### config.mk
export PLATFORM = sky130hd
export DESIGN_NAME = uart_hex_tx_flat
export DESIGN_NICKNAME = d
export VERILOG_FILES = /design/src/rtl/uart_hex_tx_if.sv /design/src/rtl/uart_hex_tx.sv /design/src/flat_wrapper.sv
export SDC_FILE = /design/constraint.sdc
export NUM_CORES = 1
export LEC_CHECK = 0
export ABC_CLOCK_PERIOD_IN_PS = 4600
export CORE_ASPECT_RATIO = 0.7
export CORE_MARGIN = 1
export CORE_UTILIZATION = 65
export CTS_BUF_LIST = sky130_fd_sc_hd__clkbuf_8
export DETAILED_ROUTE_END_ITERATION = 8
export GPL_ROUTABILITY_DRIVEN = 0
export PLACE_DENSITY_LB_ADDON = 0.05
export SYNTH_ARGS = -nofsm -noshare
export SYNTH_HDL_FRONTEND = slang
export SYNTH_SLANG_ARGS = --single-unit
### constraint.sdc
create_clock -name clk -period 4.6 [get_ports clk]
set_clock_uncertainty 0.05 [all_clocks]
set_input_delay 0.69 -clock clk [delete_from_list [all_inputs] [get_ports clk]]
set_output_delay 0.69 -clock clk [all_outputs]
set_load 0.02 [all_outputs]
### src/rtl/uart_hex_tx_if.sv
// Byte-strobe input, host flow control and serial/status outputs of the
// hex-rendering UART transmitter.
interface uart_hex_tx_if;
  logic [7:0] din;
  logic       din_valid;
  logic       host_rdy_n;
  logic       txd;
  logic       full;
  logic       overflow;
  logic       busy;

  modport master (
    output din, din_valid, host_rdy_n,
    input  txd, full, overflow, busy
  );

  modport slave (
    input  din, din_valid, host_rdy_n,
    output txd, full, overflow, busy
  );
endinterface

### src/rtl/uart_hex_tx.sv
// Buffers strobed bytes in a FIFO and sends each as two uppercase ASCII hex
// characters (plus optional separator) on an 8N1 line with host flow control.
module uart_hex_tx #(
  parameter int         CLK_HZ     = 100_000_000,
  parameter int         BAUD       = 115200,
  parameter int         FIFO_DEPTH = 16,
  parameter bit         SEP_EN     = 1'b1,
  parameter logic [7:0] SEP_CHAR   = 8'h20
) (
  input logic         clk,
  input logic         rst,
  uart_hex_tx_if.slave bus
);
  localparam int DIV = CLK_HZ / BAUD;
  localparam int CW  = $clog2(DIV);
  localparam int PW  = $clog2(FIFO_DEPTH);
  localparam int NW  = PW + 1;

  typedef enum logic [2:0] {IDLE, POP, START, DATA, STOP} state_t;

  logic          sync1_q, sync1_d, sync2_q, sync2_d;
  logic          rdy_s;
  logic [7:0]    mem_q [FIFO_DEPTH];
  logic [7:0]    mem_d [FIFO_DEPTH];
  logic [PW-1:0] wr_ptr_q, wr_ptr_d, rd_ptr_q, rd_ptr_d;
  logic [NW-1:0] count_q, count_d;
  logic          full_q, full_d, overflow_q, overflow_d;
  state_t        state_q, state_d;
  logic [CW-1:0] baud_q, baud_d;
  logic [2:0]    bit_q, bit_d;
  logic [1:0]    char_q, char_d;
  logic [7:0]    shift_q, shift_d, byte_q, byte_d;
  logic          txd_q, txd_d;
  logic          pop, wr, bit_end, fifo_nempty;

  function automatic logic [7:0] hex_char(input logic [3:0] n);
    return (n < 4'd10) ? (8'h30 + {4'h0, n}) : (8'h37 + {4'h0, n});
  endfunction

  assign rdy_s       = sync2_q;
  assign fifo_nempty = (count_q != '0);

  always_comb begin
    sync1_d    = bus.host_rdy_n;
    sync2_d    = sync1_q;
    pop        = (state_q == POP);
    wr         = bus.din_valid && (!full_q || pop);
    mem_d      = mem_q;
    wr_ptr_d   = wr_ptr_q;
    rd_ptr_d   = rd_ptr_q;
    if (wr) begin
      mem_d[wr_ptr_q] = bus.din;
      wr_ptr_d        = wr_ptr_q + PW'(1);
    end
    if (pop) begin
      rd_ptr_d = rd_ptr_q + PW'(1);
    end
    count_d    = count_q + NW'(wr) - NW'(pop);
    full_d     = (count_d == NW'(FIFO_DEPTH));
    overflow_d = bus.din_valid && full_q && !pop;
  end

  // Flow control is only consulted in IDLE and after a byte's final stop bit.
  always_comb begin
    state_d = state_q;
    baud_d  = baud_q;
    bit_d   = bit_q;
    char_d  = char_q;
    shift_d = shift_q;
    byte_d  = byte_q;
    bit_end = (baud_q == CW'(DIV - 1));
    case (state_q)
      IDLE: begin
        if (fifo_nempty && !rdy_s) state_d = POP;
      end
      POP: begin
        byte_d  = mem_q[rd_ptr_q];
        shift_d = hex_char(mem_q[rd_ptr_q][7:4]);
        char_d  = 2'd0;
        baud_d  = '0;
        state_d = START;
      end
      START: begin
        if (bit_end) begin
          baud_d  = '0;
          bit_d   = 3'd0;
          state_d = DATA;
        end else begin
          baud_d = baud_q + CW'(1);
        end
      end
      DATA: begin
        if (bit_end) begin
          baud_d  = '0;
          shift_d = {1'b0, shift_q[7:1]};
          if (bit_q == 3'd7) state_d = STOP;
          else               bit_d   = bit_q + 3'd1;
        end else begin
          baud_d = baud_q + CW'(1);
        end
      end
      STOP: begin
        if (bit_end) begin
          baud_d = '0;
          if (char_q == 2'd0) begin
            shift_d = hex_char(byte_q[3:0]);
            char_d  = 2'd1;
            state_d = START;
          end else if ((char_q == 2'd1) && SEP_EN) begin
            shift_d = SEP_CHAR;
            char_d  = 2'd2;
            state_d = START;
          end else if (fifo_nempty && !rdy_s) begin
            state_d = POP;
          end else begin
            state_d = IDLE;
          end
        end else begin
          baud_d = baud_q + CW'(1);
        end
      end
      default: state_d = IDLE;
    endcase
    // txd is registered from the next state so the line never glitches.
    case (state_d)
      START:   txd_d = 1'b0;
      DATA:    txd_d = shift_d[0];
      default: txd_d = 1'b1;
    endcase
  end

  always_ff @(posedge clk or posedge rst) begin
    if (rst) begin
      sync1_q    <= 1'b1;
      sync2_q    <= 1'b1;
      wr_ptr_q   <= '0;
      rd_ptr_q   <= '0;
      count_q    <= '0;
      full_q     <= 1'b0;
      overflow_q <= 1'b0;
      state_q    <= IDLE;
      baud_q     <= '0;
      bit_q      <= 3'd0;
      char_q     <= 2'd0;
      shift_q    <= 8'h00;
      byte_q     <= 8'h00;
      txd_q      <= 1'b1;
    end else begin
      sync1_q    <= sync1_d;
      sync2_q    <= sync2_d;
      wr_ptr_q   <= wr_ptr_d;
      rd_ptr_q   <= rd_ptr_d;
      count_q    <= count_d;
      full_q     <= full_d;
      overflow_q <= overflow_d;
      state_q    <= state_d;
      baud_q     <= baud_d;
      bit_q      <= bit_d;
      char_q     <= char_d;
      shift_q    <= shift_d;
      byte_q     <= byte_d;
      txd_q      <= txd_d;
    end
  end

  // Storage needs no reset: clearing the pointers discards the contents.
  always_ff @(posedge clk) begin
    mem_q <= mem_d;
  end

  assign bus.txd      = txd_q;
  assign bus.full     = full_q;
  assign bus.overflow = overflow_q;
  assign bus.busy     = fifo_nempty || (state_q != IDLE);
endmodule

### src/flat_wrapper.sv
// flat-port wrapper written by rule: the top's interface ports become plain ports
module uart_hex_tx_flat 
#(
  parameter int         CLK_HZ     = 100_000_000,
  parameter int         BAUD       = 115200,
  parameter int         FIFO_DEPTH = 16,
  parameter bit         SEP_EN     = 1'b1,
  parameter logic [7:0] SEP_CHAR   = 8'h20
)
  (clk, rst, bus_din, bus_din_valid, bus_host_rdy_n, bus_txd, bus_full, bus_overflow, bus_busy);
  uart_hex_tx_if bus_i ();
  input logic clk;
  input logic rst;
  input wire logic [$bits(bus_i.din)-1:0] bus_din;
  input wire logic [$bits(bus_i.din_valid)-1:0] bus_din_valid;
  input wire logic [$bits(bus_i.host_rdy_n)-1:0] bus_host_rdy_n;
  output wire logic [$bits(bus_i.txd)-1:0] bus_txd;
  output wire logic [$bits(bus_i.full)-1:0] bus_full;
  output wire logic [$bits(bus_i.overflow)-1:0] bus_overflow;
  output wire logic [$bits(bus_i.busy)-1:0] bus_busy;
  assign bus_i.din = bus_din;
  assign bus_i.din_valid = bus_din_valid;
  assign bus_i.host_rdy_n = bus_host_rdy_n;
  assign bus_txd = bus_i.txd;
  assign bus_full = bus_i.full;
  assign bus_overflow = bus_i.overflow;
  assign bus_busy = bus_i.busy;
  uart_hex_tx #(.CLK_HZ(CLK_HZ), .BAUD(BAUD), .FIFO_DEPTH(FIFO_DEPTH), .SEP_EN(SEP_EN), .SEP_CHAR(SEP_CHAR)) u_core (.clk(clk), .rst(rst), .bus(bus_i));
endmodule
==> Yosys cells after proc, flatten, opt, wreduce, memory -nomap -nowiden <==
Cells that the tools add are included.
{ "totals": {"regBits": 176, "input_bits": 12, "wordCells": 118} }
{ "op_classes": {"n_addsub": 10, "n_lt_le_gt_ge": 5, "eq_ne": 15, "muxes": 33, "bitwise_logic": 2, "n_reduce_logical": 22} }
{ "op_table": {"columns": ["operator", "n"], "rows": [
  ["$bwmux W128", 1],
  ["$mux W8", 9],
  ["$bmux W8 S4", 1],
  ["$demux W8 S4", 1],
  ["$mux W3", 10],
  ["$add A6 B4 Y7 const A", 4],
  ["$pmux W8 S3", 1],
  ["$pmux W10 S2", 1],
  ["$pmux W3 S5", 1],
  ["$eq A3 B2 Y1 const B", 4],
  ["$add A10 B1 Y10 const B", 1],
  ["$eq A10 B10 Y1 const B", 1],
  ["$ge A5 B5 Y1 const B", 2],
  ["$mux W10", 1],
  ["$not A4 Y5", 2],
  ["$add A4 B1 Y4 const B", 2],
  ["$lt A4 B4 Y1 const B", 2],
  ["$reduce_and A4 Y1", 2],
  ["$eq A3 B3 Y1 const B", 2],
  ["$mux W2", 3],
  ["$ne A2 B1 Y1 const B", 3],
  ["$pmux W3 S2", 1],
  ["$reduce_bool A2 Y1", 3],
  ["$reduce_bool A3 Y1", 2],
  ["20 further kinds", 27]
]} }

==> Longest topological paths before layout <==
{ "depth": {"depth_word": 9, "mapped_depth": 15, "mapped_depth_nobuf": 13} }

==> Least setup slack after synthesis <==
OpenSTA, ideal clock, no wires.
{ "synth_path": {"path_type": "reg-to-reg", "from": "reg u_core.state_q[0]", "to": "reg u_core.full_q, in the netlist u_core.bus.full", "setup_time_ns": 0.101, "arrival_time_ns": 2.714, "required_ns": 4.449, "setup_slack_ns": 1.735, "path_stages_with_launch": 16, "period_less_slack_ns": 2.865, "cell_sequence": "dfrtp_1 -> clkbuf_1 -> inv_1 -> nor2_1 -> nand2b_1 -> inv_1 -> buf_1 -> ha_1 -> inv_1 -> ha_1 -> fa_1 -> a21oi_1 -> o21bai_1 -> xnor2_1 -> nand2b_1 -> nor4_1"} }
{ "synth_via": {"elab_chain_len": 6} }
{ "synth_rtl": {"columns": ["item", "line_no", "rtl"], "rows": [
  ["start, declared", "uart_hex_tx.sv:28", "state_t state_q, state_d;"],
  ["start signal, assigned", "uart_hex_tx.sv:156", "state_q <= state_d;"],
  ["$eq A3 B1 Y1 *", "uart_hex_tx.sv:46", "pop = (state_q == POP);"],
  ["$logic_or A1 B1 Y1", "uart_hex_tx.sv:47", "wr = bus.din_valid && (!full_q || pop);"],
  ["$logic_and A1 B1 Y1", "uart_hex_tx.sv:47", null],
  ["$add A5 B1 Y5", "uart_hex_tx.sv:58", "count_d = count_q + NW'(wr) - NW'(pop);"],
  ["$sub A5 B1 Y5 *", "uart_hex_tx.sv:58", null],
  ["named net u_core.count_d[4]", "uart_hex_tx.sv:26", "logic [NW-1:0] count_q, count_d;"],
  ["$eq A5 B5 Y1 *", "uart_hex_tx.sv:59", "full_d = (count_d == NW'(FIFO_DEPTH));"],
  ["named net u_core.full_d", "uart_hex_tx.sv:27", "logic full_q, full_d, overflow_q, overflow_d;"],
  ["end signal, assigned", "uart_hex_tx.sv:154", "full_q <= full_d;"],
  ["end, declared", "uart_hex_tx.sv:27", null]
]} }
The timed path passes the listed nets; every way through them passes the cells marked *.
A chain may end at the register's enable or synchronous reset.

==> Worst setup path in the final report <==
Ends and elaborated chain as after synthesis.

==> flow_summary.ini <==
[floorplanning]
die_w_um = 130.2
coreArea_um2 = 11090
die_h_um = 91.71
initial_core_util_pct = 67.37
dieArea_um2 = 11940
rows = 32
pin_count = 16

[worst_setup_path]
cp-start-kind = flop
critPathCaptureType = flop
worstPathRequired_ns = 4.91
critPathKind = reg -> reg
path_max_fanout = 15
worst_ep_arrival_time_ns = 3.63

[detailed_routing]
drt-total-wl_um = 14640
drc_errors = 0
drtIter0Drc = 507
vias = 4199
ant_nets = 0
viasPerCell = 6.258
dr.pass1.iters = 5
post_drt_wl_per_cell_um = 21.82

[yosys]
synth_edf_count = 128
synth_seq_area_share_pct = 67.23
synth.distinct_cells = 51
syn-num-nets = 513
avgSynthCellArea_um2 = 15.44
yosys_warnings = 0
ys_ff_latch = 175
async_reset_ff_share_pct = 26.86
netlist_instances = 484
netlist_area_um2 = 7472
yosys_most_used_dff = edfxtp_1

[sta]
layout_min_cycle_time_ns = 3.328
maxSlewHeadroom_pct = 22.07
grt_setup_unrepaired = false
worstMarginPinSlew_ns = 1.157
fmax_mhz = 300.5
fin_setup_tns_ns = 0
layout_worst_path_cycle_share_pct = 72.35
finalSetupViolCount = 0
hold_viol = 0
maxSlewViolCount = 0

[layout]
fin_nets = 534
final_area_um2 = 8175
diodes = 0
area_growth_pct = 9.411
drive_gt1_share_pct = 15.83

[placement]
dp_hpwl_um = 9740
io_buffers = 15
placed_area_um2 = 7761

[worst_hold_path]
hold_class = reg -> reg

[clocking]
clock_tree.root_cell = clkbuf_8
clk_pin_slew_worst_paths_ns = 0.09
htreeDepth = 4
clock-sinks = 175
clkLatencyLatePin_ns = 0.45
tritoncts = yes
post_cts_resized = 0
cts_buffers = 17
max-clock-path-buffers = 2
post_cts_buffers = 0
hold_buffers = 0

[grt]
overflow = 0
grt_max_degree = 48
antenna_found_initial = 0
grt_pass1_vias = 4105
grt_usage_pct = 27.73
grt_pass1_wl_um = 22960

[pwr]
power_density_nw_per_um2 = 433.5
ir_worst_vdd_uv = 273.7
p_leak_nw = 2.894

[job]
cap_violations = 0

[status]
status = completed
-- report_power, final --
group | leakage [nW] | switching, W | total, W | internal (W)
logic | 0.971 | 0.000305 | 0.000502 | 0.000197
clock network | 0.199 | 0.000585 | 0.00109 | 0.000501
registers | 1.72 | 0.0000788 | 0.00196 | 0.00188
-- placed cells by master (no fill, tap or decap), types with 2 or more instances in the layout --
cell type        count
xnor2_1              9
nor3_1               8
mux4_2              38
a21oi_1             10
nand3_1             11
clkinv_4             2
a22o_1               4
nor2b_1              3
o21ai_0             25
edfxtp_1           128
clkinvlp_4           3
a21o_1               4
nand2b_1             9
a22oi_1              5
nor3b_1              2
ha_1                16
nand2_1             39
o21bai_1             2
clkdlybuf4s50_1     15
bufinv_16            2
buf_4                6
nand4_1              7
clkinv_1             2
a31oi_1              8
and2_1               4
and3_1               7
nor2_1              35
xor2_1               5
inv_1               15
dfstp_2              3
inv_8                4
clkbuf_8            17
inv_6                3
nor4_1               2
dfrtp_1             43
-- synth_stat cells, drive strengths merged (9+ instances only) --
cell type | n | area share, %
nor3 | 9 | 0.60
buf | 14 | 1.1
xnor2 | 9 | 1.1
nand3 | 11 | 0.74
inv | 16 | 0.80
dfrtp | 44 | 15
nand2 | 39 | 2.0
edfxtp | 128 | 51
a21oi | 10 | 0.67
nand2b | 9 | 0.75
ha | 16 | 2.7
nor2 | 35 | 1.8
mux4 | 38 | 11
o21ai | 26 | 1.7
-- state kept, by name, indices dropped and copies added (netlist names), 2 cells and up --
signal / flops
u_core.baud_q: 10
u_core.bit_q: 3
u_core.byte_q: 4
u_core.char_q: 2
u_core.count_q: 5
u_core.mem_q: 128
u_core.rd_ptr_q: 4
u_core.shift_q: 7
u_core.state_q: 3
u_core.wr_ptr_q: 4
-- final cells by class --
cell class                      instances  area, um2
Clock buffer                           17      234.0
Clock inverter                         15      175.2
Fill cell                             678       2915
Inverter                               17      63.81
Multi-Input combinational cell        273       2291
Sequential cell                       175       5025
Tap cell                              153      191.4
Timing Repair Buffer                   21      195.2
-- layer usage --
metal  global-route usage [%]  vias to the layer above  share of wire, %
li1                         -                     1896                 -
met1                    42.79                     2111                46
met2                    38.48                      178                45
met3                    8.518                       14               8.6
met4                    7.849                        0              0.94
met5                        0                        -                 0
-- through the flow --
step	utilization, %	power [W]	setup WS, ns	hold slack (ns)	cells
global placement	69.98	0.002466	1.261	0.2955	639
detailed placement	69.98	0.002491	1.096	0.2972	639
CTS	73.67	0.003559	1.076	0.3110	671
finish	73.71	0.003544	1.272	0.3098	671
global route	73.71	0.003695	0.9805	0.3139	671
floorplan	-	0.002315	1.735	0.2952	484
-- kinds of logic after synthesis --
logic type,synth area share [%]
DFF,67.23
and+or+nand+nor,8.372
AOI/OAI and AO/OA,6.045
adders and majority gates,2.947
muxes,11.59
buffers and inverters,2.177
xor gates and xnor gates,1.641
-- worst paths after layout --
kind	startpoint	to	slack [ns]	depth (start not counted)
max in group asynchronous	rst	u_core.rd_ptr_q[0]	3.11	2
min in group asynchronous	rst	u_core.baud_q[7]	0.71	2
max reg2reg	u_core.state_q[0]	u_core.bus.full	1.27	13
min reg2reg	u_core.sync1_q	u_core.rdy_s	0.31	0
max	u_core.state_q[0]	u_core.bus.full	1.27	13
min	u_core.sync1_q	u_core.rdy_s	0.31	0
-- critical path, cell delays in order (launching register included) --
cell      delay [ns]
dfrtp_1         0.51
inv_1           0.10
nor2_1          0.28
nand2b_1        0.35
inv_1           0.44
ha_1            0.18
inv_1           0.04
ha_1            0.19
fa_1            0.41
a21oi_1         0.16
o21bai_1        0.09
xnor2_1         0.19
nand2b_1        0.07
nor4_1          0.16
Note: power is estimated with default switching activity, not from simulation.
